<file path="src/rtl/multicycle_control_if.sv">
`default_nettype none
// ============================================================================
// Module   : multicycle_control_if
// Purpose  : Memory handshake and datapath control bundle for multicycle_control.
// Revision : 1.0
// ============================================================================
interface multicycle_control_if #(
  parameter int INSTR_WIDTH  = 16,
  parameter int ALU_OP_WIDTH = 4,
  parameter int RETIRE_WIDTH = 16
);
  logic [INSTR_WIDTH-1:0]  mem_data;
  logic                    mem_ready;
  logic                    alu_zero;
  logic                    resume;
  logic                    mem_req;
  logic                    mem_we;
  logic                    ir_load;
  logic                    pc_write_en;
  logic                    pc_src_branch;
  logic                    reg_write_en;
  logic [ALU_OP_WIDTH-1:0] alu_op;
  logic                    halted;
  logic [RETIRE_WIDTH-1:0] retired_count;

  // The control unit drives the datapath/memory strobes.
  modport master (
    input  mem_data, mem_ready, alu_zero, resume,
    output mem_req, mem_we, ir_load, pc_write_en, pc_src_branch,
           reg_write_en, alu_op, halted, retired_count
  );

  // Memory / datapath side.
  modport slave (
    output mem_data, mem_ready, alu_zero, resume,
    input  mem_req, mem_we, ir_load, pc_write_en, pc_src_branch,
           reg_write_en, alu_op, halted, retired_count
  );
endinterface
`default_nettype wire

</file>
<file path="src/rtl/multicycle_control.sv">
`default_nettype none
// ============================================================================
// Module   : multicycle_control
// Purpose  : Multi-cycle FETCH/DECODE/EXECUTE/MEM/WRITEBACK control FSM.
// Revision : 1.0
// ============================================================================
module multicycle_control #(
  parameter int INSTR_WIDTH  = 16,
  parameter int OP_WIDTH     = 4,
  parameter int ALU_OP_WIDTH = 4,
  parameter int RETIRE_WIDTH = 16
) (
  input  logic                 clk,
  input  logic                 reset,
  multicycle_control_if.master bus
);

  localparam logic [OP_WIDTH-1:0] c_op_halt = OP_WIDTH'(4'h0);
  localparam logic [OP_WIDTH-1:0] c_op_add  = OP_WIDTH'(4'h1);
  localparam logic [OP_WIDTH-1:0] c_op_sub  = OP_WIDTH'(4'h2);
  localparam logic [OP_WIDTH-1:0] c_op_and  = OP_WIDTH'(4'h3);
  localparam logic [OP_WIDTH-1:0] c_op_or   = OP_WIDTH'(4'h4);
  localparam logic [OP_WIDTH-1:0] c_op_lw   = OP_WIDTH'(4'h8);
  localparam logic [OP_WIDTH-1:0] c_op_sw   = OP_WIDTH'(4'h9);
  localparam logic [OP_WIDTH-1:0] c_op_beq  = OP_WIDTH'(4'hA);

  typedef enum logic [2:0] {
    ST_FETCH     = 3'd0,
    ST_DECODE    = 3'd1,
    ST_EXECUTE   = 3'd2,
    ST_MEM       = 3'd3,
    ST_WRITEBACK = 3'd4,
    ST_HALTED    = 3'd5
  } state_t;

  state_t                  state_q, state_d;
  logic [OP_WIDTH-1:0]     op_q, op_d;
  logic [ALU_OP_WIDTH-1:0] alu_op_q, alu_op_d;
  logic                    ir_load_q, ir_load_d;
  logic                    pc_write_en_q, pc_write_en_d;
  logic                    pc_src_branch_q, pc_src_branch_d;
  logic                    reg_write_en_q, reg_write_en_d;
  logic [RETIRE_WIDTH-1:0] retired_q, retired_d;

  // Only the opcode is needed for sequencing; the operand fields belong to the datapath.
  logic unused_operand_bits;
  assign unused_operand_bits = ^bus.mem_data[INSTR_WIDTH-OP_WIDTH-1:0];

  function automatic logic [ALU_OP_WIDTH-1:0] alu_op_for(input logic [OP_WIDTH-1:0] op);
    logic [ALU_OP_WIDTH-1:0] res;
    res = '0;
    case (op)
      c_op_add, c_op_sub, c_op_and, c_op_or: res = ALU_OP_WIDTH'(op);
      c_op_lw, c_op_sw:                      res = ALU_OP_WIDTH'(c_op_add);
      c_op_beq:                              res = ALU_OP_WIDTH'(c_op_sub);
      default:                               res = '0;
    endcase
    return res;
  endfunction

  function automatic logic is_alu_op(input logic [OP_WIDTH-1:0] op);
    return (op == c_op_add) || (op == c_op_sub) || (op == c_op_and) || (op == c_op_or);
  endfunction

  always_comb begin
    state_d         = state_q;
    op_d            = op_q;
    alu_op_d        = alu_op_q;
    ir_load_d       = 1'b0;
    pc_write_en_d   = 1'b0;
    pc_src_branch_d = 1'b0;
    reg_write_en_d  = 1'b0;
    retired_d       = retired_q;

    case (state_q)
      ST_FETCH: begin
        if (bus.mem_ready) begin
          op_d      = bus.mem_data[INSTR_WIDTH-1 -: OP_WIDTH];
          ir_load_d = 1'b1;
          state_d   = ST_DECODE;
        end
      end
      ST_DECODE: begin
        if (op_q == c_op_halt) begin
          state_d = ST_HALTED;
        end else begin
          // Registered here so alu_op is stable for the whole EXECUTE cycle.
          alu_op_d = alu_op_for(op_q);
          state_d  = ST_EXECUTE;
        end
      end
      ST_EXECUTE: begin
        if (is_alu_op(op_q)) begin
          state_d = ST_WRITEBACK;
        end else if ((op_q == c_op_lw) || (op_q == c_op_sw)) begin
          state_d = ST_MEM;
        end else if (op_q == c_op_beq) begin
          pc_write_en_d   = 1'b1;
          pc_src_branch_d = bus.alu_zero;
          state_d         = ST_FETCH;
        end else begin
          pc_write_en_d = 1'b1;
          state_d       = ST_FETCH;
        end
      end
      ST_MEM: begin
        if (bus.mem_ready) begin
          if (op_q == c_op_sw) begin
            pc_write_en_d = 1'b1;
            state_d       = ST_FETCH;
          end else begin
            state_d = ST_WRITEBACK;
          end
        end
      end
      ST_WRITEBACK: begin
        reg_write_en_d = 1'b1;
        pc_write_en_d  = 1'b1;
        state_d        = ST_FETCH;
      end
      ST_HALTED: begin
        if (bus.resume) begin
          state_d = ST_FETCH;
        end
      end
      default: begin
        state_d = ST_FETCH;
      end
    endcase

    if (pc_write_en_d) begin
      retired_d = retired_q + RETIRE_WIDTH'(1);
    end
  end

  always_ff @(posedge clk or posedge reset) begin
    if (reset) begin
      state_q         <= ST_FETCH;
      op_q            <= '0;
      alu_op_q        <= '0;
      ir_load_q       <= 1'b0;
      pc_write_en_q   <= 1'b0;
      pc_src_branch_q <= 1'b0;
      reg_write_en_q  <= 1'b0;
      retired_q       <= '0;
    end else begin
      state_q         <= state_d;
      op_q            <= op_d;
      alu_op_q        <= alu_op_d;
      ir_load_q       <= ir_load_d;
      pc_write_en_q   <= pc_write_en_d;
      pc_src_branch_q <= pc_src_branch_d;
      reg_write_en_q  <= reg_write_en_d;
      retired_q       <= retired_d;
    end
  end

  // Request strobes are decoded from state, gated so they drop the moment reset rises.
  assign bus.mem_req       = ~reset & ((state_q == ST_FETCH) | (state_q == ST_MEM));
  assign bus.mem_we        = ~reset & (state_q == ST_MEM) & (op_q == c_op_sw);
  assign bus.halted        = (state_q == ST_HALTED);
  assign bus.ir_load       = ir_load_q;
  assign bus.pc_write_en   = pc_write_en_q;
  assign bus.pc_src_branch = pc_src_branch_q;
  assign bus.reg_write_en  = reg_write_en_q;
  assign bus.alu_op        = alu_op_q;
  assign bus.retired_count = retired_q;

endmodule
`default_nettype wire

</file>
<file path="src/flat_wrapper.sv">
// flat-port wrapper written by rule: the top's interface ports become plain ports
module multicycle_control_flat 
#(
  parameter int INSTR_WIDTH  = 16,
  parameter int OP_WIDTH     = 4,
  parameter int ALU_OP_WIDTH = 4,
  parameter int RETIRE_WIDTH = 16
)
  (clk, reset, bus_mem_data, bus_mem_ready, bus_alu_zero, bus_resume, bus_mem_req, bus_mem_we, bus_ir_load, bus_pc_write_en, bus_pc_src_branch, bus_reg_write_en, bus_alu_op, bus_halted, bus_retired_count);
  multicycle_control_if #(.INSTR_WIDTH(INSTR_WIDTH), .ALU_OP_WIDTH(ALU_OP_WIDTH), .RETIRE_WIDTH(RETIRE_WIDTH)) bus_i ();
  input  logic clk;
  input  logic reset;
  input wire logic [$bits(bus_i.mem_data)-1:0] bus_mem_data;
  input wire logic [$bits(bus_i.mem_ready)-1:0] bus_mem_ready;
  input wire logic [$bits(bus_i.alu_zero)-1:0] bus_alu_zero;
  input wire logic [$bits(bus_i.resume)-1:0] bus_resume;
  output wire logic [$bits(bus_i.mem_req)-1:0] bus_mem_req;
  output wire logic [$bits(bus_i.mem_we)-1:0] bus_mem_we;
  output wire logic [$bits(bus_i.ir_load)-1:0] bus_ir_load;
  output wire logic [$bits(bus_i.pc_write_en)-1:0] bus_pc_write_en;
  output wire logic [$bits(bus_i.pc_src_branch)-1:0] bus_pc_src_branch;
  output wire logic [$bits(bus_i.reg_write_en)-1:0] bus_reg_write_en;
  output wire logic [$bits(bus_i.alu_op)-1:0] bus_alu_op;
  output wire logic [$bits(bus_i.halted)-1:0] bus_halted;
  output wire logic [$bits(bus_i.retired_count)-1:0] bus_retired_count;
  assign bus_i.mem_data = bus_mem_data;
  assign bus_i.mem_ready = bus_mem_ready;
  assign bus_i.alu_zero = bus_alu_zero;
  assign bus_i.resume = bus_resume;
  assign bus_mem_req = bus_i.mem_req;
  assign bus_mem_we = bus_i.mem_we;
  assign bus_ir_load = bus_i.ir_load;
  assign bus_pc_write_en = bus_i.pc_write_en;
  assign bus_pc_src_branch = bus_i.pc_src_branch;
  assign bus_reg_write_en = bus_i.reg_write_en;
  assign bus_alu_op = bus_i.alu_op;
  assign bus_halted = bus_i.halted;
  assign bus_retired_count = bus_i.retired_count;
  multicycle_control #(.INSTR_WIDTH(INSTR_WIDTH), .OP_WIDTH(OP_WIDTH), .ALU_OP_WIDTH(ALU_OP_WIDTH), .RETIRE_WIDTH(RETIRE_WIDTH)) u_core (.clk(clk), .reset(reset), .bus(bus_i));
endmodule
</file>
<file path="config.mk">
export PLATFORM = sky130hd
export DESIGN_NAME = multicycle_control_flat
export DESIGN_NICKNAME = d
export VERILOG_FILES = /design/src/rtl/multicycle_control_if.sv /design/src/rtl/multicycle_control.sv /design/src/flat_wrapper.sv
export SDC_FILE = /design/constraint.sdc
export NUM_CORES = 1
export LEC_CHECK = 0
export ABC_AREA = 1
export CAP_MARGIN = 20
export CORE_AREA = 8 8 72 74
export DETAILED_ROUTE_END_ITERATION = 8
export DIE_AREA = 0 0 80 82
export GPL_ROUTABILITY_DRIVEN = 0
export PLACE_DENSITY = 0.7
export SYNTH_ARGS = -nofsm -noshare
export SYNTH_HDL_FRONTEND = slang
export SYNTH_SLANG_ARGS = --single-unit
</file>
<file path="constraint.sdc">
create_clock -name clk -period 4.9 [get_ports clk]
set_clock_uncertainty 0.15 [all_clocks]
set_input_delay 0.98 -clock clk [delete_from_list [all_inputs] [get_ports clk]]
set_output_delay 0.98 -clock clk [all_outputs]
set_load 0.02 [all_outputs]
</file>
==> key figures <==
Yosys
  • Library cells used by synthesis: 20
  • Mean area per synthesized cell: 7.00 sq um
  • Cells after Synth: 248
  • Mapped cell area: 1740 sq um
  • Part of the Yosys area used for sequential elements: 44.7%
  • Post-synth top area share: 44.7%
  • Post-synth top area cell: dfrtp_1
  • #FFs+latches synth: 31
  • Top post-synthesis cells by area: dfrtp_1 (45%), nand2_1 (24%), nor2_1 (6.1%)
  • Yosys warns: 0
  • Synthesized net count: 270

Global route
  • Vias in the first global route: 1616
  • Largest net degree at the start of global routing: 32
  • Global Route Usage Sum: 12.8%
  • Global-route wire length before repair: 6800 um
  • Initial antenna violation count: 0
  • GR Overflow Total: 0

Finish
  • Register Area: 776 sq um
  • Layout Area Growth over Synthesis: 29.8%
  • Fillers: 415
  • Nets@finish: 311
  • Commonest cells after routing, fill and taps aside: nand2_1 (113), clkdlybuf4s50_1 (35), dfrtp_1 (31)
  • Multi-input logic area: 836 sq um
  • Most common cell after layout, fill and taps aside: nand2_1
  • Layout cells sized above 1: 6.90%
  • Post-Layout Cell Count: 342
  • Diode count: 0

Floorplan
  • Initial Util: 41.9%
  • Die Width: 80 um
  • Core area: 4140 sq um
  • Site Rows: 24
  • Die H: 82 um
  • Io pins: 48
  • Die ar.: 6560 sq um

Clocking
  • Resize count post-CTS: 0
  • H-tree Lvls: 2
  • Hold-fix buffers at CTS: 0
  • CTS tree: built
  • Root buffer selected by CTS: clkbuf_8
  • Clock transition at path regs: 0.06 ns
  • CTS Buf Count: 5
  • Clk buf depth: 2
  • Post CTS Setup Buffer Count: 0
  • Worst skew pair latency: 0.28 ns
  • Sink Count: 31

STA
  • Min Tclk post-route: 3.40 ns
  • Setup tns final: 0 ns
  • Slew Limit Headroom: 69.9%
  • Post-route clock period utilization: 69.3%
  • RSZ-0062 raised after global routing: false
  • Worst Max-Slew Pin Slew: 0.448 ns
  • Max-slew violations: 0
  • Final Hold Viols: 0
  • Final setup violating endpoints: 0
  • F_max: 0.294 GHz

Critical path
  • CP endpoint kind: output port
  • Cells along the critical path: clkdlybuf4s50_1, nor3_1, clkdlybuf4s50_1
  • Slowest cell on crit path: clkdlybuf4s50_1
  • Crit-path most repeated cell: clkdlybuf4s50_1
  • Setup Crit Path Kind: input port to output port
  • WP buf/inv: 2
  • CP peak stage delay: 0.64 ns
  • Top cell family by delay on the critical path: buffers and inverters
  • Worst EP arrival: 2.27 ns
  • CP max FO: 3
  • Crit start category: input port
  • CP required: 3.77 ns

Routing
  • Via Count: 1618
  • Antenna-violating nets left: 0
  • DR vias/cell: 4.73
  • Routed len/inst: 10.7 um
  • DRC: 0
  • Drt initial violations: 88
  • Final wirelength: 3670 um
  • First-pass DRT Iterations: 4

Worst hold path
  • Worst hold path class: flip-flop to flip-flop

Power
  • Maximum vdd drop: 0.000319 V
  • Power Density: 476 nW/um^2
  • Leak: 1.10 nW

Flow run
  • MaxCap Viol Count: 0

Placed design
  • PortBufs: 35
  • Detail Placement HPWL: 2820 um
  • Post-placement cell count: 334

Outcome
  • Result of the run: completed
## final timing paths
kind | startpoint | end | slack, ns | cells past startpoint
max reg2reg | u_core.bus.retired_count[0] | u_core.bus.retired_count[10] | 3.12 | 8
min | u_core.bus.alu_op[0] | u_core.bus.alu_op[0] | 0.33 | 2
max | reset | bus_mem_we | 1.50 | 3
max in group asynchronous | reset | u_core.bus.retired_count[6] | 3.33 | 3
min reg2reg | u_core.bus.alu_op[0] | u_core.bus.alu_op[0] | 0.33 | 2
min in group asynchronous | reset | u_core.state_q[0] | 0.99 | 3
## worst register-to-register path, stage by stage, from the launching register on
cell,delay [ns]
dfrtp_1,0.46
ha_1,0.28
inv_1,0.06
nor2_1,0.26
nand2_1,0.13
o21ai_0,0.15
nand2_1,0.06
nand2_1,0.06
nand2_1,0.06
## sequential cells by signal (all words and copies together), names as in the netlist
signal	cells
u_core.bus.pc_write_en	1
u_core.bus.reg_write_en	1
u_core.op_q	4
u_core.bus.pc_src_branch	1
u_core.state_q	3
u_core.bus.ir_load	1
u_core.bus.retired_count	16
u_core.bus.alu_op	4
## cell usage after synthesis (all sizes together)
cell	count
o211ai	1
nand2	114
ha	1
clkinv	1
nor2	30
xor2	3
nand3	15
buf	2
inv	26
nor3	3
xnor2	4
o21ai	12
dfrtp	31
nand4	5
## area by class of cell
cell class / instances / area share, %
Tap cell: 52 / 2.89
Clock inverter: 2 / 1.55
Sequential cell: 31 / 34.4
Clock buffer: 6 / 3.66
Inverter: 27 / 4.50
Timing Repair Buffer: 36 / 15.9
Multi-Input combinational cell: 188 / 37.1
## cells by family after synthesis
kind of cell | Yosys count | synth area share (%)
simple gates | 167 | 40.0
compound gates | 13 | 3.89
fa+ha+maj | 1 | 0.721
flops | 31 | 44.7
buf+inv | 29 | 7.14
xor+xnor | 7 | 3.53
## routing by layer
metal | vias up | global-route usage [%] | part of all wire, %
met2 | 38 | 21.9 | 48
met4 | 0 | 4.55 | 1.3
met1 | 727 | 14.4 | 44
li1 | 847 | - | -
met3 | 6 | 4.70 | 6.3
met5 | - | 0 | 0
## report_power, final
group	internal [mW]	leakage [nW]	switching [mW]
sequential	0.316	0.415	0.0577
combinational	0.163	0.622	0.275
clock	0.164	0.0612	0.0950
total	0.644	1.10	0.428
## through the flow
step,power [mW],hold slack [ns],setup slack (ns),instance area [sq um],util (%)
2_1_floorplan,0.689,0.361,2.29,1740,-
3_3_place_gp,0.817,0.316,1.53,2140,51.5
3_5_place_dp,0.823,0.320,1.52,2140,51.5
4_1_cts,1.09,0.335,1.50,2250,54.4
5_1_grt,1.17,0.376,1.44,2250,54.4
6_report,1.07,0.334,1.50,2250,54.4
Power figures use the tool's default switching activity.
